### config.mk
export PLATFORM = sky130hd
export DESIGN_NAME = simon_seq_engine_flat
export DESIGN_NICKNAME = d
export VERILOG_FILES = /design/src/rtl/simon_seq_engine_if.sv /design/src/rtl/simon_seq_engine.sv /design/src/flat_wrapper.sv
export SDC_FILE = /design/constraint.sdc
export NUM_CORES = 1
export LEC_CHECK = 0
export BUFFER_PORTS_ARGS = -buffer_cell sky130_fd_sc_hd__buf_2
export CAP_MARGIN = 30
export CORE_ASPECT_RATIO = 0.5
export CORE_MARGIN = 4
export CORE_UTILIZATION = 26
export CTS_BUF_LIST = sky130_fd_sc_hd__clkbuf_8
export DETAILED_ROUTE_END_ITERATION = 12
export GPL_TIMING_DRIVEN = 0
export PLACE_DENSITY = 0.41
export SLEW_MARGIN = 20
export SYNTH_ARGS = -nofsm -noshare
export SYNTH_HDL_FRONTEND = slang
export SYNTH_SLANG_ARGS = --single-unit
### constraint.sdc
create_clock -name clk -period 3.59 [get_ports clk]
set_clock_uncertainty 0.05 [all_clocks]
set_input_delay 0.718 -clock clk [delete_from_list [all_inputs] [get_ports clk]]
set_output_delay 0.718 -clock clk [all_outputs]
set_load 0.02 [all_outputs]
### src/rtl/simon_seq_engine_if.sv
// Simon Says engine bus: game control inputs and display/status outputs.
// The board side (master) drives start/seed/btn; the engine (slave) drives the rest.
interface simon_seq_engine_if #(
    parameter int N_COLOURS = 4,
    parameter int MAX_LEN   = 16,
    parameter int LFSR_W    = 8
);
    localparam int LW = $clog2(MAX_LEN + 1);

    logic                 start;
    logic [LFSR_W-1:0]    seed;
    logic [N_COLOURS-1:0] btn;
    logic [N_COLOURS-1:0] led;
    logic [LW-1:0]        level;
    logic [2:0]           state;
    logic                 win;
    logic                 lose;

    modport master (
        output start, seed, btn,
        input  led, level, state, win, lose
    );

    modport slave (
        input  start, seed, btn,
        output led, level, state, win, lose
    );
endinterface

### src/rtl/simon_seq_engine.sv
// Simon Says sequence engine: LFSR colour generation, playback on LEDs,
// and checking of player presses with an optional per-press timeout.
module simon_seq_engine #(
    parameter int               N_COLOURS      = 4,
    parameter int               MAX_LEN        = 16,
    parameter int               LFSR_W         = 8,
    parameter logic [LFSR_W-1:0] LFSR_TAPS     = 8'hB8,
    parameter int               SHOW_CYCLES    = 8,
    parameter int               GAP_CYCLES     = 4,
    parameter int               TIMEOUT_CYCLES = 0
) (
    input logic               clk,
    input logic               rst_n,
    simon_seq_engine_if.slave bus
);
    localparam int CW   = $clog2(N_COLOURS);
    localparam int LW   = $clog2(MAX_LEN + 1);
    localparam int AW   = (MAX_LEN > 1) ? $clog2(MAX_LEN) : 1;
    localparam int T1   = (SHOW_CYCLES > GAP_CYCLES) ? SHOW_CYCLES : GAP_CYCLES;
    localparam int TMAX = (T1 > TIMEOUT_CYCLES) ? T1 : TIMEOUT_CYCLES;
    localparam int TW   = $clog2(TMAX + 1);

    typedef enum logic [2:0] {
        S_IDLE     = 3'd0,
        S_APPEND   = 3'd1,
        S_SHOW_ON  = 3'd2,
        S_SHOW_OFF = 3'd3,
        S_INPUT    = 3'd4,
        S_WIN      = 3'd5,
        S_LOSE     = 3'd6
    } state_e;

    state_e               state_q, state_d;
    logic [LFSR_W-1:0]    lfsr_q, lfsr_d;
    logic [LW-1:0]        len_q, len_d;
    logic [LW-1:0]        idx_q, idx_d;
    logic [TW-1:0]        timer_q, timer_d;
    logic [CW-1:0]        seq_q [MAX_LEN];
    logic [CW-1:0]        seq_d [MAX_LEN];
    logic [N_COLOURS-1:0] btn_prev_q, btn_prev_d;

    logic [N_COLOURS-1:0] exp_led;
    logic                 press;
    logic                 is_last;

    function automatic logic [N_COLOURS-1:0] onehot(input logic [CW-1:0] c);
        logic [N_COLOURS-1:0] v;
        v    = '0;
        v[c] = 1'b1;
        return v;
    endfunction

    assign exp_led = onehot(seq_q[idx_q[AW-1:0]]);
    assign press   = (bus.btn != '0) && (btn_prev_q == '0);
    assign is_last = (idx_q == len_q - LW'(1));

    // Next-state logic: game flow, sequence growth, playback and press checking.
    always_comb begin
        state_d    = state_q;
        lfsr_d     = lfsr_q;
        len_d      = len_q;
        idx_d      = idx_q;
        timer_d    = timer_q;
        seq_d      = seq_q;
        btn_prev_d = bus.btn;

        case (state_q)
            S_IDLE, S_WIN, S_LOSE: begin
                if (bus.start) begin
                    lfsr_d  = (bus.seed == '0) ? '1 : bus.seed;
                    len_d   = '0;
                    state_d = S_APPEND;
                end
            end
            S_APPEND: begin
                seq_d[len_q[AW-1:0]] = lfsr_q[CW-1:0];
                len_d   = len_q + LW'(1);
                lfsr_d  = lfsr_q[0] ? ((lfsr_q >> 1) ^ LFSR_TAPS) : (lfsr_q >> 1);
                idx_d   = '0;
                timer_d = '0;
                state_d = S_SHOW_ON;
            end
            S_SHOW_ON: begin
                if (timer_q == TW'(SHOW_CYCLES - 1)) begin
                    timer_d = '0;
                    state_d = S_SHOW_OFF;
                end else begin
                    timer_d = timer_q + TW'(1);
                end
            end
            S_SHOW_OFF: begin
                if (timer_q == TW'(GAP_CYCLES - 1)) begin
                    timer_d = '0;
                    if (is_last) begin
                        idx_d   = '0;
                        state_d = S_INPUT;
                    end else begin
                        idx_d   = idx_q + LW'(1);
                        state_d = S_SHOW_ON;
                    end
                end else begin
                    timer_d = timer_q + TW'(1);
                end
            end
            S_INPUT: begin
                if (press) begin
                    timer_d = '0;
                    if (bus.btn == exp_led) begin
                        if (is_last) begin
                            state_d = (len_q == LW'(MAX_LEN)) ? S_WIN : S_APPEND;
                        end else begin
                            idx_d = idx_q + LW'(1);
                        end
                    end else begin
                        state_d = S_LOSE;
                    end
                end else if (TIMEOUT_CYCLES > 0) begin
                    if (timer_q == TW'(TIMEOUT_CYCLES - 1)) begin
                        state_d = S_LOSE;
                    end else begin
                        timer_d = timer_q + TW'(1);
                    end
                end
            end
            default: state_d = S_IDLE;
        endcase
    end

    // State registers with synchronous active-low reset.
    always_ff @(posedge clk) begin
        if (!rst_n) begin
            state_q    <= S_IDLE;
            lfsr_q     <= '1;
            len_q      <= '0;
            idx_q      <= '0;
            timer_q    <= '0;
            seq_q      <= '{default: '0};
            btn_prev_q <= '0;
        end else begin
            state_q    <= state_d;
            lfsr_q     <= lfsr_d;
            len_q      <= len_d;
            idx_q      <= idx_d;
            timer_q    <= timer_d;
            seq_q      <= seq_d;
            btn_prev_q <= btn_prev_d;
        end
    end

    assign bus.led   = (state_q == S_SHOW_ON) ? exp_led : '0;
    assign bus.level = len_q;
    assign bus.state = state_q;
    assign bus.win   = (state_q == S_WIN);
    assign bus.lose  = (state_q == S_LOSE);
endmodule
### src/flat_wrapper.sv
// flat-port wrapper written by rule: the top's interface ports become plain ports
module simon_seq_engine_flat 
#(
    parameter int               N_COLOURS      = 4,
    parameter int               MAX_LEN        = 16,
    parameter int               LFSR_W         = 8,
    parameter logic [LFSR_W-1:0] LFSR_TAPS     = 8'hB8,
    parameter int               SHOW_CYCLES    = 8,
    parameter int               GAP_CYCLES     = 4,
    parameter int               TIMEOUT_CYCLES = 0
)
  (clk, rst_n, bus_start, bus_seed, bus_btn, bus_led, bus_level, bus_state, bus_win, bus_lose);
  simon_seq_engine_if #(.N_COLOURS(N_COLOURS), .MAX_LEN(MAX_LEN), .LFSR_W(LFSR_W)) bus_i ();
  input logic clk;
  input logic rst_n;
  input wire logic [$bits(bus_i.start)-1:0] bus_start;
  input wire logic [$bits(bus_i.seed)-1:0] bus_seed;
  input wire logic [$bits(bus_i.btn)-1:0] bus_btn;
  output wire logic [$bits(bus_i.led)-1:0] bus_led;
  output wire logic [$bits(bus_i.level)-1:0] bus_level;
  output wire logic [$bits(bus_i.state)-1:0] bus_state;
  output wire logic [$bits(bus_i.win)-1:0] bus_win;
  output wire logic [$bits(bus_i.lose)-1:0] bus_lose;
  assign bus_i.start = bus_start;
  assign bus_i.seed = bus_seed;
  assign bus_i.btn = bus_btn;
  assign bus_led = bus_i.led;
  assign bus_level = bus_i.level;
  assign bus_state = bus_i.state;
  assign bus_win = bus_i.win;
  assign bus_lose = bus_i.lose;
  simon_seq_engine #(.N_COLOURS(N_COLOURS), .MAX_LEN(MAX_LEN), .LFSR_W(LFSR_W), .LFSR_TAPS(LFSR_TAPS), .SHOW_CYCLES(SHOW_CYCLES), .GAP_CYCLES(GAP_CYCLES), .TIMEOUT_CYCLES(TIMEOUT_CYCLES)) u_core (.clk(clk), .rst_n(rst_n), .bus(bus_i));
endmodule
Word level (Yosys, flattened, before mapping)

Cells that the tools add are included.

Add/subtract/negate cells: 4
Mux-type cells: 34
Eq/ne operators: 18
Reductions and logical operators: 15
Bitwise gates (word level): 3
$lt $le $gt $ge: 5

Operator list:

| operator              | number |
|---|---|
| $bwmux W32            | 1 |
| $mux W5               | 6 |
| $mux W3               | 8 |
| $mux W8               | 3 |
| $mux W4               | 4 |
| $pmux W4 S4           | 1 |
| $pmux W8 S2           | 1 |
| $pmux W3 S5           | 1 |
| $pmux W5 S3           | 1 |
| $add A5 B1 Y5 const B | 2 |
| $ge A5 B5 Y1 const B  | 2 |
| $not A4 Y5            | 2 |
| $pmux W5 S2           | 1 |
| $reduce_and A5 Y1     | 2 |
| $eq A3 B3 Y1 const B  | 3 |
| $bmux W2 S4           | 1 |
| $demux W2 S4          | 1 |
| $logic_not A8 Y1      | 1 |
| $ne A2 B1 Y1 const B  | 4 |
| $reduce_bool A4 Y1    | 2 |
| $eq A3 B2 Y1 const B  | 2 |
| $mux W2               | 3 |
| $eq A5 B5 Y1          | 1 |
| $eq A5 B5 Y1 const B  | 1 |
| 21 further kinds      | 25 |

Output and inout bits: 14
Word-level logic and storage cells: 101
Bits of input ports: 15
Flip-flop bits (word level): 61

Logic depth before layout (Yosys ltp)

Gate-level depths: netlist of the first run.

Word-level depth: 12
Gate-level depth with buffers: 10
Depth with buffers taken out: 9

Worst setup path before layout of the first run

No wires, ideal clock.

Kind: flip-flop to output port
Start: register u_core.idx_q[3]
End: output port bus_led[0]
Slack: 0.770 ns
Buffers on the path: 1
Required time: 2.822 ns
Stages on the path, launching flop included: 6
Data arrival time: 2.052 ns
Cells stage by stage: dfxtp_1 buf_6 mux4_2 mux4_2 a211o_1 nor2_1

Cells in the longest elaborated chain, start to end: 9
Elaborated cells between the ends (all ways): 10
Classes of those cells: order compare (2); mux (6); bitwise (1); reduce/logical (1)

Ends and longest elaborated chain:

| item                                                                      | line                    | text |
|---|---|---|
| start: declaration                                                        | simon_seq_engine.sv:36  | `logic [LW-1:0] idx_q, idx_d;` |
| start signal: assignment                                                  | simon_seq_engine.sv:143 | `idx_q <= idx_d;` |
| $not A4 Y5 (not written as such) *                                        | simon_seq_engine.sv:53  | `assign exp_led = onehot(seq_q[idx_q[AW-1:0]]);` |
| $bmux W2 S4 *                                                             | simon_seq_engine.sv:53  |  |
| $mux W2 (not written as such) * (2 in series)                             | simon_seq_engine.sv:53  |  |
| $lt A2 B3 Y1 (not written as such) / $ge A2 B1 Y1 (equally long branches) | simon_seq_engine.sv:49  | `v[c] = 1'b1;` |
| $logic_and A1 B1 Y1 (not written as such)                                 | simon_seq_engine.sv:49  |  |
| $mux W1 (not written as such)                                             | simon_seq_engine.sv:49  |  |
| $demux W1 S2 *                                                            | n/a                     |  |
| $mux W4 *                                                                 | simon_seq_engine.sv:150 | `assign bus.led = (state_q == S_SHOW_ON) ? exp_led : '0;` |
| end: declaration                                                          | flat_wrapper.sv:19      | `output wire logic [$bits(bus_i.led)-1:0] bus_led;` |

Mark *: on every way between the ends. The rest lies on a longest branch, timed or not. The select of a mux whose other input is x is not followed.

Worst setup path in the final report of the first run

Ends and elaborated chain as after synthesis.

==> results of run 1 <==
-- layout make-up --
type                    count  area (sq um)  area share, %
repair buffers             28         140.1          3.673
plain buffers              25         110.1          2.886
flip-flops and latches     61          1221          32.01
multi-input cells         294          1941          50.87
clock buffers               9         123.9          3.247
well taps                 165         206.4          5.412
clock inverters             7         35.03         0.9183
inverters                  10         37.54         0.9839
-- sequential cells by signal (all words and copies together) (netlist names) --
name	count
u_core.timer_q	4
u_core.idx_q	5
u_core.bus.state	3
u_core.seq_q	32
u_core.lfsr_q	8
u_core.btn_prev_q	4
u_core.bus.level	5
-- power by group --
part | switching (mW) | internal (mW) | leakage (nW)
clock | 0.272 | 0.240 | 0.0911
sequential | 0.0309 | 0.720 | 0.496
combinational | 0.304 | 0.156 | 0.940
-- through the flow --
step	cell area, sq um	setup WS [ns]	utilization (%)	hold WS [ns]
2_1_floorplan	3303	0.7705	-	0.3990
3_3_place_gp	3650	0.2611	30.11	0.4239
3_5_place_dp	3655	0.4397	30.15	0.4226
4_1_cts	3814	0.05836	31.46	0.4355
5_1_grt	3815	0.1038	31.47	0.4546
6_report	3815	0.2381	31.47	0.4340
-- cells in the final DEF, fill, tap and decap left out, types with 4 or more instances in the layout --
| cell type | instances |
|---|---|
| sky130_fd_sc_hd__clkbuf_8 | 9 |
| sky130_fd_sc_hd__nor2_1 | 52 |
| sky130_fd_sc_hd__nor2b_1 | 9 |
| sky130_fd_sc_hd__clkinv_2 | 4 |
| sky130_fd_sc_hd__xor2_1 | 4 |
| sky130_fd_sc_hd__and2_1 | 4 |
| sky130_fd_sc_hd__xnor2_1 | 8 |
| sky130_fd_sc_hd__nor4_1 | 4 |
| sky130_fd_sc_hd__o21ai_0 | 5 |
| sky130_fd_sc_hd__ha_1 | 7 |
| sky130_fd_sc_hd__a21oi_1 | 22 |
| sky130_fd_sc_hd__nand3_1 | 22 |
| sky130_fd_sc_hd__nand2_1 | 38 |
| sky130_fd_sc_hd__o311ai_0 | 4 |
| sky130_fd_sc_hd__inv_1 | 10 |
| sky130_fd_sc_hd__mux2i_1 | 31 |
| sky130_fd_sc_hd__nor3_1 | 14 |
| sky130_fd_sc_hd__o22ai_1 | 4 |
| sky130_fd_sc_hd__and3_1 | 4 |
| sky130_fd_sc_hd__o21ai_1 | 12 |
| sky130_fd_sc_hd__dfxtp_1 | 61 |
| sky130_fd_sc_hd__clkbuf_1 | 19 |
| sky130_fd_sc_hd__buf_2 | 31 |
| sky130_fd_sc_hd__mux4_2 | 8 |
-- metal layers --
layer  vias up  wire length, microns  GRT usage [%]
li1       1464                     -              -
met1      1396                  5009          18.36
met2        46                  4133          21.92
met3        11                   288          4.103
met4         0                   100          3.314
met5         -                     0              0
-- worst register-to-register path, delay by kind of cell, from the launching register on --
family	cells	cell delay (ns)
AND/OR/NAND/NOR	3	0.87
XOR/XNOR	1	0.14
flip-flops	1	0.49
AO/OA/AOI/OAI	2	0.68
buffers and inverters	2	0.33
adder cells (fa/ha/maj)	1	0.35
-- path summary, 6_finish.rpt --
path | startpoint | endpoint | slack, ns | cells past startpoint
setup / recovery | u_core.idx_q[3]$_SDFFE_PN0P_ | bus_led[0] | 0.24 | 6
hold / removal | u_core.seq_q[7]$_SDFFE_PN0P_ | u_core.seq_q[7]$_SDFFE_PN0P_ | 0.43 | 2
setup reg to reg | u_core.bus.level[0]$_SDFFE_PN0P_ | u_core.idx_q[3]$_SDFFE_PN0P_ | 0.60 | 9
hold reg to reg | u_core.seq_q[7]$_SDFFE_PN0P_ | u_core.seq_q[7]$_SDFFE_PN0P_ | 0.43 | 2
-- cells by family (layout without fill, tap and decap cells) --
kind of cell	after synthesis	count (layout)	synth area share, %
AOI/OAI and AO/OA	71	71	14.39
xor gates and xnor gates	12	12	3.182
adders and majority gates	7	7	2.651
DFF	61	61	36.97
buffers and inverters	35	79	4.432
muxes	39	39	14.85
and+or+nand+nor	165	165	23.52
-- repair_timing --
action	in CTS	in global routing
hold endpoints to repair	0	0
hold buffers	0	0
resized for setup	0	2
endpoints found under the setup margin	0	3
buffers inserted	0	0
==> reports/summary.log, run 1 <==
INFO  logic_synthesis synth_commonest_cells=61 x sky130_fd_sc_hd__dfxtp_1, 52 x sky130_fd_sc_hd__nor2_1, 38 x sky130_fd_sc_hd__nand2_1
INFO  logic_synthesis post_synthesis_average_cell_area=8.470squm
INFO  timing         hold_viol_final=0
INFO  route          router_iterations_before_antenna_repair=4
INFO  floorplan      core=12,120squm
INFO  cells_and_area final-instance-count-excl-fill=599
INFO  setup_path     worst-endpoint-arrival=2.58ns
INFO  timing         timing.slew.headroom=50.93%
INFO  job            max-cap-violations=0
INFO  timing         final_max_slew_viol_count=0
INFO  timing         timing.setup.tns=0ns
INFO  timing         finalCriticalPeriod=3.352ns
INFO  setup_path     worst_path_largest_cell_delay=0.59ns
INFO  setup_path     path_delay_family=multiplexers
INFO  route          detail-route-antenna-nets=0
INFO  logic_synthesis leading_cell_type_by_number_of_instances_after_synthesis=sky130_fd_sc_hd__dfxtp_1
INFO  logic_synthesis netlist.top_cell.by_area=sky130_fd_sc_hd__dfxtp_1
INFO  floorplan      dieWidth=167.4microns
INFO  logic_synthesis ys_seq_elements=61
INFO  timing         final.period_utilization=93.37%
INFO  logic_synthesis synthFlopType=sky130_fd_sc_hd__dfxtp_1
INFO  cells_and_area area_growth_syn_to_layout=15.49%
INFO  grt            grt-ovfl-total=0
INFO  cts            cts_max_path_buffers=2
INFO  logic_synthesis mappedNetlistArea=3303squm
INFO  cts            h-tree-depth=3
INFO  floorplan      design.die.area=14,680squm
INFO  cts            cts-root-buf=sky130_fd_sc_hd__clkbuf_8
INFO  placed_design  gp_congestion=0.8080
INFO  floorplan      floorplan.die.height=87.70microns
INFO  cts            worst_setup_hold_path_clk_slew=0.07ns
INFO  logic_synthesis synth_top_cells_by_area=sky130_fd_sc_hd__dfxtp_1 37%, sky130_fd_sc_hd__mux2i_1 9.4%, sky130_fd_sc_hd__nor2_1 5.9%
INFO  cells_and_area n_antenna_cell=0
INFO  grt            grt_pass1_vias=2,914
INFO  timing         fmax=298.3MHz
INFO  grt            grtUsageTotal=13.69%
INFO  setup_path     setup.worst_path.start_class=register
INFO  setup_path     timing.critical_path.slowest_stage_cell=sky130_fd_sc_hd__mux4_2
INFO  route          avgViaCountPerCell=4.870
INFO  setup_path     timing.critical_path.buf_inv=2
INFO  power          lkg_pwr=1.527nW
INFO  floorplan      ios=29
INFO  placed_design  place.detailed.hpwl=7.072mm
INFO  logic_synthesis postSynthCellCount=390
INFO  logic_synthesis ys.warnings.count=0
INFO  cts            cts_num_sinks=61
INFO  logic_synthesis ys_seq_area_share=36.97%
INFO  cells_and_area fillCellCount=1,354
INFO  cells_and_area final_layout_size_suffix_gt1_share=15.67%
INFO  timing         grt_setup_unrepaired=no
INFO  floorplan      placement_rows=28
INFO  power          total_power=1.723mW
INFO  placed_design  dp.cells=583
INFO  setup_path     cp.required=2.82ns
INFO  setup_path     crit_path_cell_trace=buf_6 > mux4_2 > mux4_2 > a211o_1 > nor2_1 > buf_2
INFO  logic_synthesis mappedNetlistNets=412
INFO  grt            grt_start_max_net_pins=11
INFO  power          powerDensity=451.7nW/um^2
INFO  setup_path     crit_top_cell=sky130_fd_sc_hd__mux4_2
INFO  power          irDropWorstVdd=0.1250mV
INFO  logic_synthesis number_of_enable_flip_flop_cells_after_synthesis=0
INFO  min_path       hp-class=register to register
INFO  setup_path     timing.critical_path.fanout_max=10
INFO  route          via_count=2,917
INFO  timing         worst_slew_pin_slew=0.7321ns
INFO  route          drc=0
INFO  grt            global_route_wire_length_before_repair=15.64mm
INFO  floorplan      initial_core_utilization=27.25%
INFO  route          post_drt_wl_per_cell=15.91microns
INFO  cells_and_area finalNetCount=451
INFO  setup_path     setup.worst_path.class=register to primary output
INFO  status         run_status=complete, no violations
INFO  setup_path     worstSetupEndpointType=primary output
INFO  logic_synthesis synth-async-reset-ratio=0%
INFO  cts            cts_tree=yes
INFO  logic_synthesis synth.distinct_cells=51
INFO  cts            clkLatencyLatePin=0.34ns
INFO  route          routed_wl=9.531mm
INFO  logic_synthesis netlist.area_leader.share=36.97%
INFO  grt            number_of_antenna_violations_at_the_first_check_in_global_routing=0
INFO  cts            tritoncts.num_buffers=9
INFO  route          drt_iter0_markers=160
INFO  placed_design  portBuffers=28
INFO  timing         report.final.setup_viol=0
No activity file was read; power rests on OpenSTA's default activity.
==> run 2: changes to the inputs <==
Settings changed: CORE_UTILIZATION 26 to 35, PLACE_DENSITY 0.41 to 0.52.
==> run 2 against run 1 <==
Compared with the run above: critical path depth unchanged; worst setup slack better by 0.0042 ns; flip-flop and latch count is the same; power grew 4.4%; largest cell class unchanged.
==> reports/summary.log, run 2 (synthesized netlist as in run 1, its figures left out) <==
INFO  cts            cts-root-buf=sky130_fd_sc_hd__clkbuf_8
INFO  cells_and_area max_flop_register=u_core.seq_q
INFO  power          combinational_group_share_of_total_power=25.1%
INFO  route          detail-route-antenna-nets=0
INFO  power          clock_power_share=33.3%
INFO  cts            h-tree-depth=3
INFO  placed_design  post_dp_cell_area=3595squm
INFO  grt            grt_pass1_vias=2,712
INFO  timing         worst_slew_pin_slew=0.7296ns
INFO  placed_design  dp.cells=535
INFO  job            max-cap-violations=0
INFO  cells_and_area final-instance-count-excl-fill=551
INFO  timing         finalCriticalPeriod=3.348ns
INFO  floorplan      ios=29
INFO  cts            hold_buffers=0
INFO  timing         timing.setup.tns=0ns
INFO  cells_and_area post_route_cell_area=3787squm
INFO  grt            grt_start_max_net_pins=12
INFO  timing         final_max_slew_viol_count=0
INFO  power          switching_power=0.6068mW
INFO  power          power.internal=1.192mW
INFO  route          router_iterations_before_antenna_repair=5
INFO  setup_path     worstSetupEndpointType=primary output
INFO  timing         timing.slew.headroom=51.10%
INFO  cts            cts_num_sinks=61
INFO  power          powerDensity=474.9nW/um^2
INFO  floorplan      floorplan.die.height=76.70microns
INFO  cells_and_area largest_register_ffs=32
INFO  grt            grtUsageTotal=16.14%
INFO  min_path       hp-class=register to register
INFO  route          routed_wl=8.712mm
INFO  route          avgViaCountPerCell=5.339
INFO  setup_path     timing.critical_path.fanout_max=7
INFO  cells_and_area n_antenna_cell=0
INFO  setup_path     cp.required=2.82ns
INFO  floorplan      design.die.area=11,150squm
INFO  timing         fmax=298.7MHz
INFO  setup_path     setup.worst_path.start_class=register
INFO  placed_design  place.detailed.hpwl=6.422mm
INFO  cts            clkLatencyLatePin=0.35ns
INFO  placed_design  gp_congestion=0.8241
INFO  floorplan      dieWidth=145.4microns
INFO  grt            grt-ovfl-total=0
INFO  timing         hold_viol_final=0
INFO  cells_and_area final_util=42.32%
INFO  placed_design  portBuffers=28
INFO  cells_and_area finalNetCount=451
INFO  route          drt_iter0_markers=218
INFO  cts            cts_max_path_buffers=2
INFO  timing         grt_setup_unrepaired=no
INFO  grt            number_of_antenna_violations_at_the_first_check_in_global_routing=0
INFO  timing         report.final.setup_viol=0
INFO  cells_and_area mostFrequentLayoutCell=sky130_fd_sc_hd__dfxtp_1
INFO  grt            global_route_wire_length_before_repair=14.41mm
INFO  cells_and_area reg.largest.list=u_core.seq_q (32), u_core.lfsr_q (8)
INFO  setup_path     worst-endpoint-arrival=2.58ns
INFO  power          power_switching_share=33.74%
INFO  timing         setup_ws=0.2423ns
INFO  floorplan      initial_core_utilization=36.91%
INFO  placed_design  detailedPlace.worstSlack=0.5027ns
INFO  power          lkg_pwr=1.532nW
INFO  cts            worst_setup_hold_path_clk_slew=0.07ns
INFO  cells_and_area final_layout_size_suffix_gt1_share=15.90%
INFO  route          drc=0
INFO  timing         final.period_utilization=93.25%
INFO  status         run_status=complete, no violations
INFO  cts            tritoncts.num_buffers=9
INFO  power          total_power=1.799mW
INFO  cells_and_area area_growth_syn_to_layout=14.66%
INFO  power          irDropWorstVdd=0.1256mV
INFO  power          p_seq_share=41.6%
INFO  floorplan      core=8949squm
INFO  route          post_drt_wl_per_cell=15.81microns
INFO  floorplan      placement_rows=24
INFO  route          via_count=2,942
INFO  setup_path     setup.worst_path.class=register to primary output
INFO  cells_and_area layout.cells.most_common_list=61 x sky130_fd_sc_hd__dfxtp_1, 52 x sky130_fd_sc_hd__nor2_1, 38 x sky130_fd_sc_hd__nand2_1, 31 x sky130_fd_sc_hd__buf_2, 31 x sky130_fd_sc_hd__mux2i_1
INFO  timing         final.hold.worst_slack=0.4393ns
INFO  cts            cts_tree=yes
## run 2: changes by cell type in the layout (fill, tap and decap cells not counted)
cell	delta
sky130_fd_sc_hd__bufinv_16	+1
sky130_fd_sc_hd__clkinv_2	-2
sky130_fd_sc_hd__clkinv_4	+1
sky130_fd_sc_hd__inv_1	-1
sky130_fd_sc_hd__clkinvlp_4	+1
## run 2: per-layer routing
metal,vias up,track usage (%),wire length [microns]
met5,-,0,0
met4,0,4.735,77
met3,8,4.888,481
met2,81,23.50,3601
met1,1382,22.95,4552
li1,1471,-,-
## run 2: cell type report
type / instances / area, sq um
buffer: 25 / 110.1
clock buffer: 9 / 123.9
clock inverter: 7 / 67.56
fill: 941 / 5161
inverter: 10 / 37.54
multi-input combinational: 294 / 1941
sequential: 61 / 1221
tap: 117 / 146.4
timing repair buffer: 28 / 140.1
## run 2: final timing paths
kind,startpoint,end,slack [ns],cells past startpoint
max,u_core.idx_q[2]$_SDFFE_PN0P_,bus_led[0],0.24,6
min,u_core.seq_q[3]$_SDFFE_PN0P_,u_core.seq_q[3]$_SDFFE_PN0P_,0.44,2
max reg2reg,u_core.bus.level[0]$_SDFFE_PN0P_,u_core.idx_q[3]$_SDFFE_PN0P_,0.61,9
min reg2reg,u_core.seq_q[3]$_SDFFE_PN0P_,u_core.seq_q[3]$_SDFFE_PN0P_,0.44,2
## run 2: worst max-delay path, cell delays in order (launching register included)
cell and delay [ns]:
sky130_fd_sc_hd__dfxtp_1 0.32, sky130_fd_sc_hd__buf_4 0.18, sky130_fd_sc_hd__mux4_2 0.53, sky130_fd_sc_hd__mux4_2 0.57
sky130_fd_sc_hd__a211o_1 0.35, sky130_fd_sc_hd__nor2_1 0.12, sky130_fd_sc_hd__buf_2 0.18
## run 2: power groups by stage
stage               Sequential (mW)  Combinational, mW  Clock [mW]
floorplan                     0.768              0.315           0
global route                  0.754              0.499       0.648
global placement              0.764              0.448           0
finish                        0.749              0.451       0.599
CTS                           0.749              0.449       0.621
detailed placement            0.765              0.447           0
## run 2: what timing repair did
action	CTS	global route
setup endpoints to repair	0	3
resized for setup	0	2
setup buffers	0	0
